--- src/rtl/lsu_pkg.sv ---
// lsu_pkg: shared types and helpers for the load/store unit.
//   size_t      - access size encoding driven by the core (func3[1:0])
//   err_cause_t - completion cause code reported alongside core_err
//   lsu_state_t - LSU control state, also exposed for debug
//   lane_off_w  - number of address bits selecting a byte lane in a bus beat
package lsu_pkg;

    typedef enum logic [1:0] {
        BYTE  = 2'b00,
        HALF  = 2'b01,
        WORD  = 2'b10,
        DWORD = 2'b11
    } size_t;

    typedef enum logic [1:0] {
        ERR_NONE     = 2'd0,
        ERR_MISALIGN = 2'd1,
        ERR_BUS      = 2'd2,
        ERR_TIMEOUT  = 2'd3
    } err_cause_t;

    typedef enum logic [1:0] {
        IDLE = 2'd0,
        BUS  = 2'd1,
        RESP = 2'd2
    } lsu_state_t;

    // 2 for a 32-bit bus, 3 for a 64-bit bus.
    function automatic int lane_off_w(input int data_w);
        return $clog2(data_w / 8);
    endfunction

endpackage

--- src/rtl/lsu_align.sv ---
// lsu_align: combinational byte-lane steering for a DATA_W-wide data bus.
// Ports:
//   i_size      access size
//   i_off       byte offset of the access inside the bus beat
//   i_unsigned  1 = zero-extend loads, 0 = sign-extend
//   i_wdata     store data, LSB-justified
//   i_rdata     raw bus read beat
//   o_be        byte enables for the access
//   o_wdata     store data shifted onto its byte lanes
//   o_rdata     load data moved to the LSBs, truncated and extended
//   o_misalign  access is not naturally aligned or not supported by this width
module lsu_align
    import lsu_pkg::*;
#(
    parameter  int DATA_W = 32,
    localparam int NB     = DATA_W / 8,
    localparam int OFF_W  = lane_off_w(DATA_W)
) (
    input  size_t              i_size,
    input  logic [OFF_W-1:0]   i_off,
    input  logic               i_unsigned,
    input  logic [DATA_W-1:0]  i_wdata,
    input  logic [DATA_W-1:0]  i_rdata,
    output logic [NB-1:0]      o_be,
    output logic [DATA_W-1:0]  o_wdata,
    output logic [DATA_W-1:0]  o_rdata,
    output logic               o_misalign
);

    logic [NB-1:0]     w_be_base;
    logic [DATA_W-1:0] w_mask;
    logic [DATA_W-1:0] w_shifted;
    logic              w_sign;
    logic [OFF_W+2:0]  w_bit_off;

    assign w_bit_off = {i_off, 3'b000};

    always_comb begin
        w_be_base  = '0;
        w_mask     = '0;
        w_sign     = 1'b0;
        o_misalign = 1'b0;
        w_shifted  = i_rdata >> w_bit_off;
        case (i_size)
            BYTE: begin
                w_be_base = NB'(1);
                w_mask    = DATA_W'(8'hFF);
                w_sign    = w_shifted[7];
            end
            HALF: begin
                w_be_base  = NB'(2'b11);
                w_mask     = DATA_W'(16'hFFFF);
                w_sign     = w_shifted[15];
                o_misalign = i_off[0];
            end
            WORD: begin
                w_be_base  = NB'(4'hF);
                w_mask     = DATA_W'(32'hFFFF_FFFF);
                w_sign     = w_shifted[31];
                o_misalign = (i_off & OFF_W'(3)) != '0;
            end
            DWORD: begin
                w_be_base  = '1;
                w_mask     = '1;
                w_sign     = w_shifted[DATA_W-1];
                // A double cannot be carried by a 32-bit beat at all.
                o_misalign = (DATA_W != 64) || ((i_off & OFF_W'(7)) != '0);
            end
            default: ;
        endcase
        o_be    = w_be_base << i_off;
        o_wdata = i_wdata << w_bit_off;
        // Keep the selected bytes, fill everything above with the sign bit
        // (or zeros for unsigned loads).
        o_rdata = (w_shifted & w_mask) |
                  ({DATA_W{w_sign & ~i_unsigned}} & ~w_mask);
    end

endmodule

--- src/rtl/lsu.sv ---
// lsu: load/store unit between the core's data-memory request and a
// ready/valid data bus with wait states.
// Ports:
//   clk, rst             clock, asynchronous active-low reset
//   core_valid/ready     request strobe / LSU idle
//   core_write           1 = store
//   core_unsigned        1 = zero-extend load
//   core_size            access size (size_t encoding)
//   core_addr/wdata      byte address / LSB-justified store data
//   core_done            one-cycle completion pulse
//   core_rdata           extended load data (held until next completion)
//   core_err/err_cause   error flag and cause (held until next completion)
//   bus_*                registered bus request, bus_ready/bus_err/bus_rdata response
//   dbg_state            current control state
//
// Handshakes: the core request is taken on any rising edge where
// core_ready & core_valid; core_valid is ignored otherwise. The bus request
// is presented with bus_valid=1 and all bus_* outputs are held stable until
// the edge where bus_valid & bus_ready, which completes the transfer and
// samples bus_rdata and bus_err.
module lsu
    import lsu_pkg::*;
#(
    parameter int ADDR_W  = 32,
    parameter int DATA_W  = 32,
    parameter int TIMEOUT = 255
) (
    input  logic                clk,
    input  logic                rst,
    input  logic                core_valid,
    output logic                core_ready,
    input  logic                core_write,
    input  logic                core_unsigned,
    input  logic [1:0]          core_size,
    input  logic [ADDR_W-1:0]   core_addr,
    input  logic [DATA_W-1:0]   core_wdata,
    output logic                core_done,
    output logic [DATA_W-1:0]   core_rdata,
    output logic                core_err,
    output logic [1:0]          core_err_cause,
    output logic                bus_valid,
    input  logic                bus_ready,
    output logic                bus_write,
    output logic [ADDR_W-1:0]   bus_addr,
    output logic [DATA_W/8-1:0] bus_be,
    output logic [DATA_W-1:0]   bus_wdata,
    input  logic [DATA_W-1:0]   bus_rdata,
    input  logic                bus_err,
    output logic [1:0]          dbg_state
);

    localparam int NB    = DATA_W / 8;
    localparam int OFF_W = lane_off_w(DATA_W);
    localparam int CNT_W = (TIMEOUT > 1) ? $clog2(TIMEOUT) : 1;

    lsu_state_t        r_state;
    lsu_state_t        w_next;

    size_t             r_size;
    logic [OFF_W-1:0]  r_off;
    logic              r_unsigned;
    logic              r_write;
    logic [CNT_W-1:0]  r_cnt;

    logic              r_bus_valid;
    logic              r_bus_write;
    logic [ADDR_W-1:0] r_bus_addr;
    logic [NB-1:0]     r_bus_be;
    logic [DATA_W-1:0] r_bus_wdata;

    logic [DATA_W-1:0] r_rdata;
    logic              r_err;
    err_cause_t        r_cause;

    size_t             w_size;
    logic [OFF_W-1:0]  w_off;
    logic              w_unsigned;
    logic [NB-1:0]     w_be;
    logic [DATA_W-1:0] w_wdata_lane;
    logic [DATA_W-1:0] w_rdata_ext;
    logic              w_misalign;
    logic              w_timeout;

    // The aligner sees the live request while idle (lane/alignment decode)
    // and the latched request while on the bus (load extraction).
    assign w_size     = (r_state == IDLE) ? size_t'(core_size) : r_size;
    assign w_off      = (r_state == IDLE) ? core_addr[OFF_W-1:0] : r_off;
    assign w_unsigned = (r_state == IDLE) ? core_unsigned : r_unsigned;

    lsu_align #(
        .DATA_W (DATA_W)
    ) u_align (
        .i_size     (w_size),
        .i_off      (w_off),
        .i_unsigned (w_unsigned),
        .i_wdata    (core_wdata),
        .i_rdata    (bus_rdata),
        .o_be       (w_be),
        .o_wdata    (w_wdata_lane),
        .o_rdata    (w_rdata_ext),
        .o_misalign (w_misalign)
    );

    // r_cnt counts BUS cycles that ended without bus_ready.
    assign w_timeout = (TIMEOUT != 0) && (r_cnt == CNT_W'(TIMEOUT - 1));

    always_ff @(posedge clk or negedge rst) begin
        if (!rst) begin
            r_state <= IDLE;
        end else begin
            r_state <= w_next;
        end
    end

    always_comb begin
        w_next = r_state;
        case (r_state)
            IDLE:    if (core_valid) w_next = w_misalign ? RESP : BUS;
            BUS:     if (bus_ready || w_timeout) w_next = RESP;
            RESP:    w_next = IDLE;
            default: w_next = IDLE;
        endcase
    end

    always_ff @(posedge clk or negedge rst) begin
        if (!rst) begin
            r_size      <= BYTE;
            r_off       <= '0;
            r_unsigned  <= 1'b0;
            r_write     <= 1'b0;
            r_cnt       <= '0;
            r_bus_valid <= 1'b0;
            r_bus_write <= 1'b0;
            r_bus_addr  <= '0;
            r_bus_be    <= '0;
            r_bus_wdata <= '0;
            r_rdata     <= '0;
            r_err       <= 1'b0;
            r_cause     <= ERR_NONE;
        end else begin
            case (r_state)
                IDLE: begin
                    if (core_valid) begin
                        r_size     <= size_t'(core_size);
                        r_off      <= core_addr[OFF_W-1:0];
                        r_unsigned <= core_unsigned;
                        r_write    <= core_write;
                        r_cnt      <= '0;
                        if (w_misalign) begin
                            r_rdata <= '0;
                            r_err   <= 1'b1;
                            r_cause <= ERR_MISALIGN;
                        end else begin
                            r_bus_valid <= 1'b1;
                            r_bus_write <= core_write;
                            r_bus_addr  <= {core_addr[ADDR_W-1:OFF_W], OFF_W'(0)};
                            r_bus_be    <= w_be;
                            r_bus_wdata <= w_wdata_lane;
                        end
                    end
                end
                BUS: begin
                    // Ready takes priority over an expiring timeout.
                    if (bus_ready || w_timeout) begin
                        r_bus_valid <= 1'b0;
                        r_bus_write <= 1'b0;
                        r_bus_addr  <= '0;
                        r_bus_be    <= '0;
                        r_bus_wdata <= '0;
                    end
                    if (bus_ready) begin
                        r_err   <= bus_err;
                        r_cause <= bus_err ? ERR_BUS : ERR_NONE;
                        r_rdata <= (bus_err || r_write) ? '0 : w_rdata_ext;
                    end else if (w_timeout) begin
                        r_err   <= 1'b1;
                        r_cause <= ERR_TIMEOUT;
                        r_rdata <= '0;
                    end else begin
                        r_cnt <= r_cnt + 1'b1;
                    end
                end
                default: ;
            endcase
        end
    end

    assign core_ready     = (r_state == IDLE);
    assign core_done      = (r_state == RESP);
    assign core_rdata     = r_rdata;
    assign core_err       = r_err;
    assign core_err_cause = r_cause;
    assign bus_valid      = r_bus_valid;
    assign bus_write      = r_bus_write;
    assign bus_addr       = r_bus_addr;
    assign bus_be         = r_bus_be;
    assign bus_wdata      = r_bus_wdata;
    assign dbg_state      = r_state;

endmodule

--- config.mk ---
export PLATFORM = sky130hd
export DESIGN_NAME = lsu
export DESIGN_NICKNAME = d
export VERILOG_FILES = /design/src/rtl/lsu_pkg.sv /design/src/rtl/lsu_align.sv /design/src/rtl/lsu.sv
export SDC_FILE = /design/constraint.sdc
export NUM_CORES = 1
export LEC_CHECK = 0
export BUFFER_PORTS_ARGS = -buffer_cell sky130_fd_sc_hd__buf_2
export CAP_MARGIN = 30
export CORE_AREA = 2 2 108 136
export DETAILED_ROUTE_END_ITERATION = 10
export DIE_AREA = 0 0 110 138
export PLACE_DENSITY = 0.81
export SYNTH_ARGS = -nofsm -noshare
export SYNTH_HDL_FRONTEND = slang
export SYNTH_SLANG_ARGS = --single-unit
--- constraint.sdc ---
create_clock -name clk -period 4.8 [get_ports clk]
set_input_delay 0.48 -clock clk [delete_from_list [all_inputs] [get_ports clk]]
set_output_delay 0.48 -clock clk [all_outputs]
set_load 0.05 [all_outputs]
==> impl_results.md <==
* Rows at 49
* Sw Share at 50.5%
* Total net switching power at ~3200 uW
* CP Launch Type: flop
* Core region area at 0.0140 mm2
* Critical Path AT at between 3 and 4 ns
* Outcome: completed
* Synth Area in Compound Gates at 23.1%
* Cell with the most instances after synthesis: dfrtp_1
* Initial antenna violation count at 1
* Worst R2R End: core_rdata[10]$_DFFE_PN0P_
* #FFs+latches synth at approximately 120
* Final worst clock skew at 0.0131 ns
* Post-synth ARST share at 100%
* Worst skew pair latency at 0.42 ns
* Routed wire per std cell at 18.1 um
* Cell variety after synth at 58
* Drt drc at 0
* Clk root buf: clkbuf_16
* Achievable Freq at 0.318 GHz
* Synth top area share at 48.3%
* Iter 0 DRT Violations at around 410
* IO Pins at between 200 and 250
* Slew HR at between 30% and 40%
* Routed wire length at 18200 um
* Crit Path Class: flop to flop
* Fin crit period at approximately 3.1 ns
* Worst path slowest cell: a2111o_1
* Crit path setup slack, layout at 1.66 ns
* Final hold violations at 0
* TritonCTS clock tree: done
* Cells after Synth at approximately 620
* Mux contribution to synthesized area at 5.74%
* Critical R2R Launch: dbg_state[1]$_DFFE_PN0P_
* Worst R2R Path Depth at 5
* Area leader, netlist: dfrtp_1
* Seq/Total Area, Yosys at 48.3%
* Crit-path cells: o21ai_1 -> nand2_2 -> nor4_1 -> a2111o_1 -> o211ai_1
* Synth Area in XOR/XNOR at less than 1%
* Final number of setup-violating endpoints at 0
* Post-synth EDFFs at 0
* First-pass GRT wire length at 28900 um
* DR vias/cell at 5.72
* Routability cong. at 0.923
* Die width at 110 um
* CTS Sinks at around 120
* CP Max Fanout at 27
* Dpl hpwl at 12900 um
* H-tree Lvls at 4
* Fin crit share at 65.5%
* Detailed Routing Iterations Pass 1 at 8
* Largest net degree at the start of global routing at 78
* Grt ovf at 0
* Max-capacitance violation count at 0
* Hold Crit Class: primary input to async pin
* Hold WS at 0.0514 ns
* Cts hold-fix bufs at 0
* Post-CTS Repair Setup Buffers at 0
* Mapped Avg Cell Area at just under 10 um2
* Dpl cells at between 900 and 1000
* Top post-synthesis cells by count: 119 x dfrtp_1, 93 x nand2_1, 34 x nand4_1
* Max stage delay on crit path at 0.75 ns
* Share of cells above drive strength 1 at 36.8%
* Int Power at around 3100 uW
* Full die area at 0.0152 mm2
* P&R area growth vs syn at 28.7%
* Bufs on Longest Clock Path at 2
* Crit path buf inv count at 0
* Nets at 921
* Worst vdd ir at 447 uV
* Post-synth top flop: dfrtp_1
* Die height at approximately 140 um
* Finished Layout Cells at 1006
* Clock Pin Slew Worst Setup and Hold Paths at roughly 0.06 ns
* Sequential power share at 25.4%
* Clk pwr share at 20.9%
* RSZ-0062 raised after global routing: no
* Syn Std Cell Area at 0.00617 mm2
* Initial Util at 43.9%
* Vias at roughly 5800
* Critical path's top delay family: compound AO/OA/AOI/OAI gates
* Largest family of logic cells by synthesized area: compound AO/OA/AOI/OAI gates
* Max-slew violations at 0
* Actual slew at the worst max-slew pin at 1.05 ns
* TNS Setup at 0 ns
* Synth Area in Simple Gates at 16.6%
* Top cells by area, synth: dfrtp_1 48%, nand2_1 5.7%, a21bo_2 5.2%, mux2i_1 5.2%, nand4_1 3.4%
* # resized after CTS at 0
* Leakage power total at 0.00411 uW
* Req. time, crit path at 5.05 ns
* Pre-CTS setup slack at 1.51 ns
* ANT nets after route at 0
* Reg2Reg Setup Slack at 1.66 ns
* Pwr/cell area at 791 mW/mm2
* Vias in the first global route at 5541
* Yosys Warn Count at 0
* Endpoint type of the worst setup path: flop
* # port buffers at 211
* CTS buffer count at 17
* Synth Area in Adders at 0.406%
* Logic gate share of total power at approximately 54%
* Total GRT Usage at 24.4%
-- area by class of cell --
| type | count | area (um2) |
|---|---|---|
| fillers | 1239 | 6100 |
| flip-flops and latches | 119 | 2980 |
| multi-input cells | 438 | 2890 |
| repair buffers | 223 | 1180 |
| clock buffers | 17 | 425 |
| well taps | 178 | 223 |
| clock inverters | 15 | 181 |
| inverters | 15 | 56.3 |
| diodes | 1 | 2.50 |
-- how the worst max path moves through the flow --
stage | cells past startpoint | start | endpoint | slack (ns)
after global placement | 7 | dbg_state[0]$_DFFE_PN0P_ | bus_wdata[4]$_DFFE_PN0P_ | 1.61
final | 5 | dbg_state[1]$_DFFE_PN0P_ | core_rdata[10]$_DFFE_PN0P_ | 1.66
after CTS | 7 | dbg_state[1]$_DFFE_PN0P_ | bus_wdata[3]$_DFFE_PN0P_ | 1.49
after global routing | 5 | dbg_state[1]$_DFFE_PN0P_ | core_rdata[10]$_DFFE_PN0P_ | 1.33
after floorplan | 9 | dbg_state[0]$_DFFE_PN0P_ | bus_be[0]$_DFFE_PN0P_ | 2.01
after detailed placement | 7 | dbg_state[1]$_DFFE_PN0P_ | bus_wdata[3]$_DFFE_PN0P_ | 1.51
-- flip-flops by register name (all words and copies together) (netlist names), 4 cells and up --
signal      flops
r_cnt           8
bus_wdata      32
bus_be          4
bus_addr       30
core_rdata     32
-- power groups by stage --
stage | clock [uW] | combinational (uW) | sequential (uW)
finish | 1310 | 3370 | 1600
global route | 1380 | 3610 | 1640
global placement | 0 | 3290 | 1600
detailed placement | 0 | 3350 | 1600
floorplan | 0 | 1550 | 2620
CTS | 1330 | 3350 | 1590
-- logic make-up after synthesis --
kind of cell,after synthesis
compound gates,186
xor+xnor,5
fa+ha+maj,2
buf+inv,66
flops,119
mux,35
other cells,1
simple gates,208
-- cell usage in the layout, fill, tap and decap left out, types with 3 or more instances in the layout --
cell | netlist | layout
o21ai_2 | 3 | 3
o211ai_2 | 4 | 4
xnor2_1 | 3 | 3
a21oi_1 | 13 | 12
a2bb2oi_1 | 10 | 10
o21ai_1 | 19 | 19
inv_8 | 0 | 4
nand2b_1 | 4 | 4
nand4_1 | 34 | 34
nor2_1 | 20 | 20
a21bo_2 | 32 | 32
o2bb2ai_1 | 9 | 9
a32o_1 | 16 | 16
clkbuf_16 | 0 | 17
a22oi_1 | 8 | 8
dfrtp_1 | 119 | 119
nand2_1 | 93 | 93
mux2_1 | 3 | 3
buf_4 | 5 | 11
nand3_1 | 30 | 30
or3b_1 | 3 | 3
inv_6 | 0 | 6
a211oi_1 | 5 | 5
o211ai_1 | 6 | 6
o21ai_0 | 32 | 32
buf_2 | 19 | 210
and2_1 | 5 | 5
inv_1 | 14 | 14
a21o_1 | 9 | 9
mux2i_1 | 32 | 32
a22o_1 | 10 | 10
-- metal layers --
| metal | track usage [%] | up-vias | routed length, um |
|---|---|---|---|
| met1 | 31.8 | 2811 | 7280 |
| li1 | - | 2647 | - |
| met3 | 5.00 | 37 | 1270 |
| met2 | 38.8 | 258 | 9150 |
| met5 | 0 | - | 0 |
| met4 | 10.6 | 0 | 508 |
-- stage by stage --
stage | area [um2] | util, % | power [uW]
3_5_place_dp | 7280 | 51.9 | 4950
3_3_place_gp | 7270 | 51.8 | 4890
2_1_floorplan | 6170 | - | 4170
6_report | 7940 | 56.5 | 6280
5_1_grt | 7940 | 56.5 | 6620
4_1_cts | 7890 | 56.2 | 6280
No activity file was read; power rests on OpenSTA's default activity.
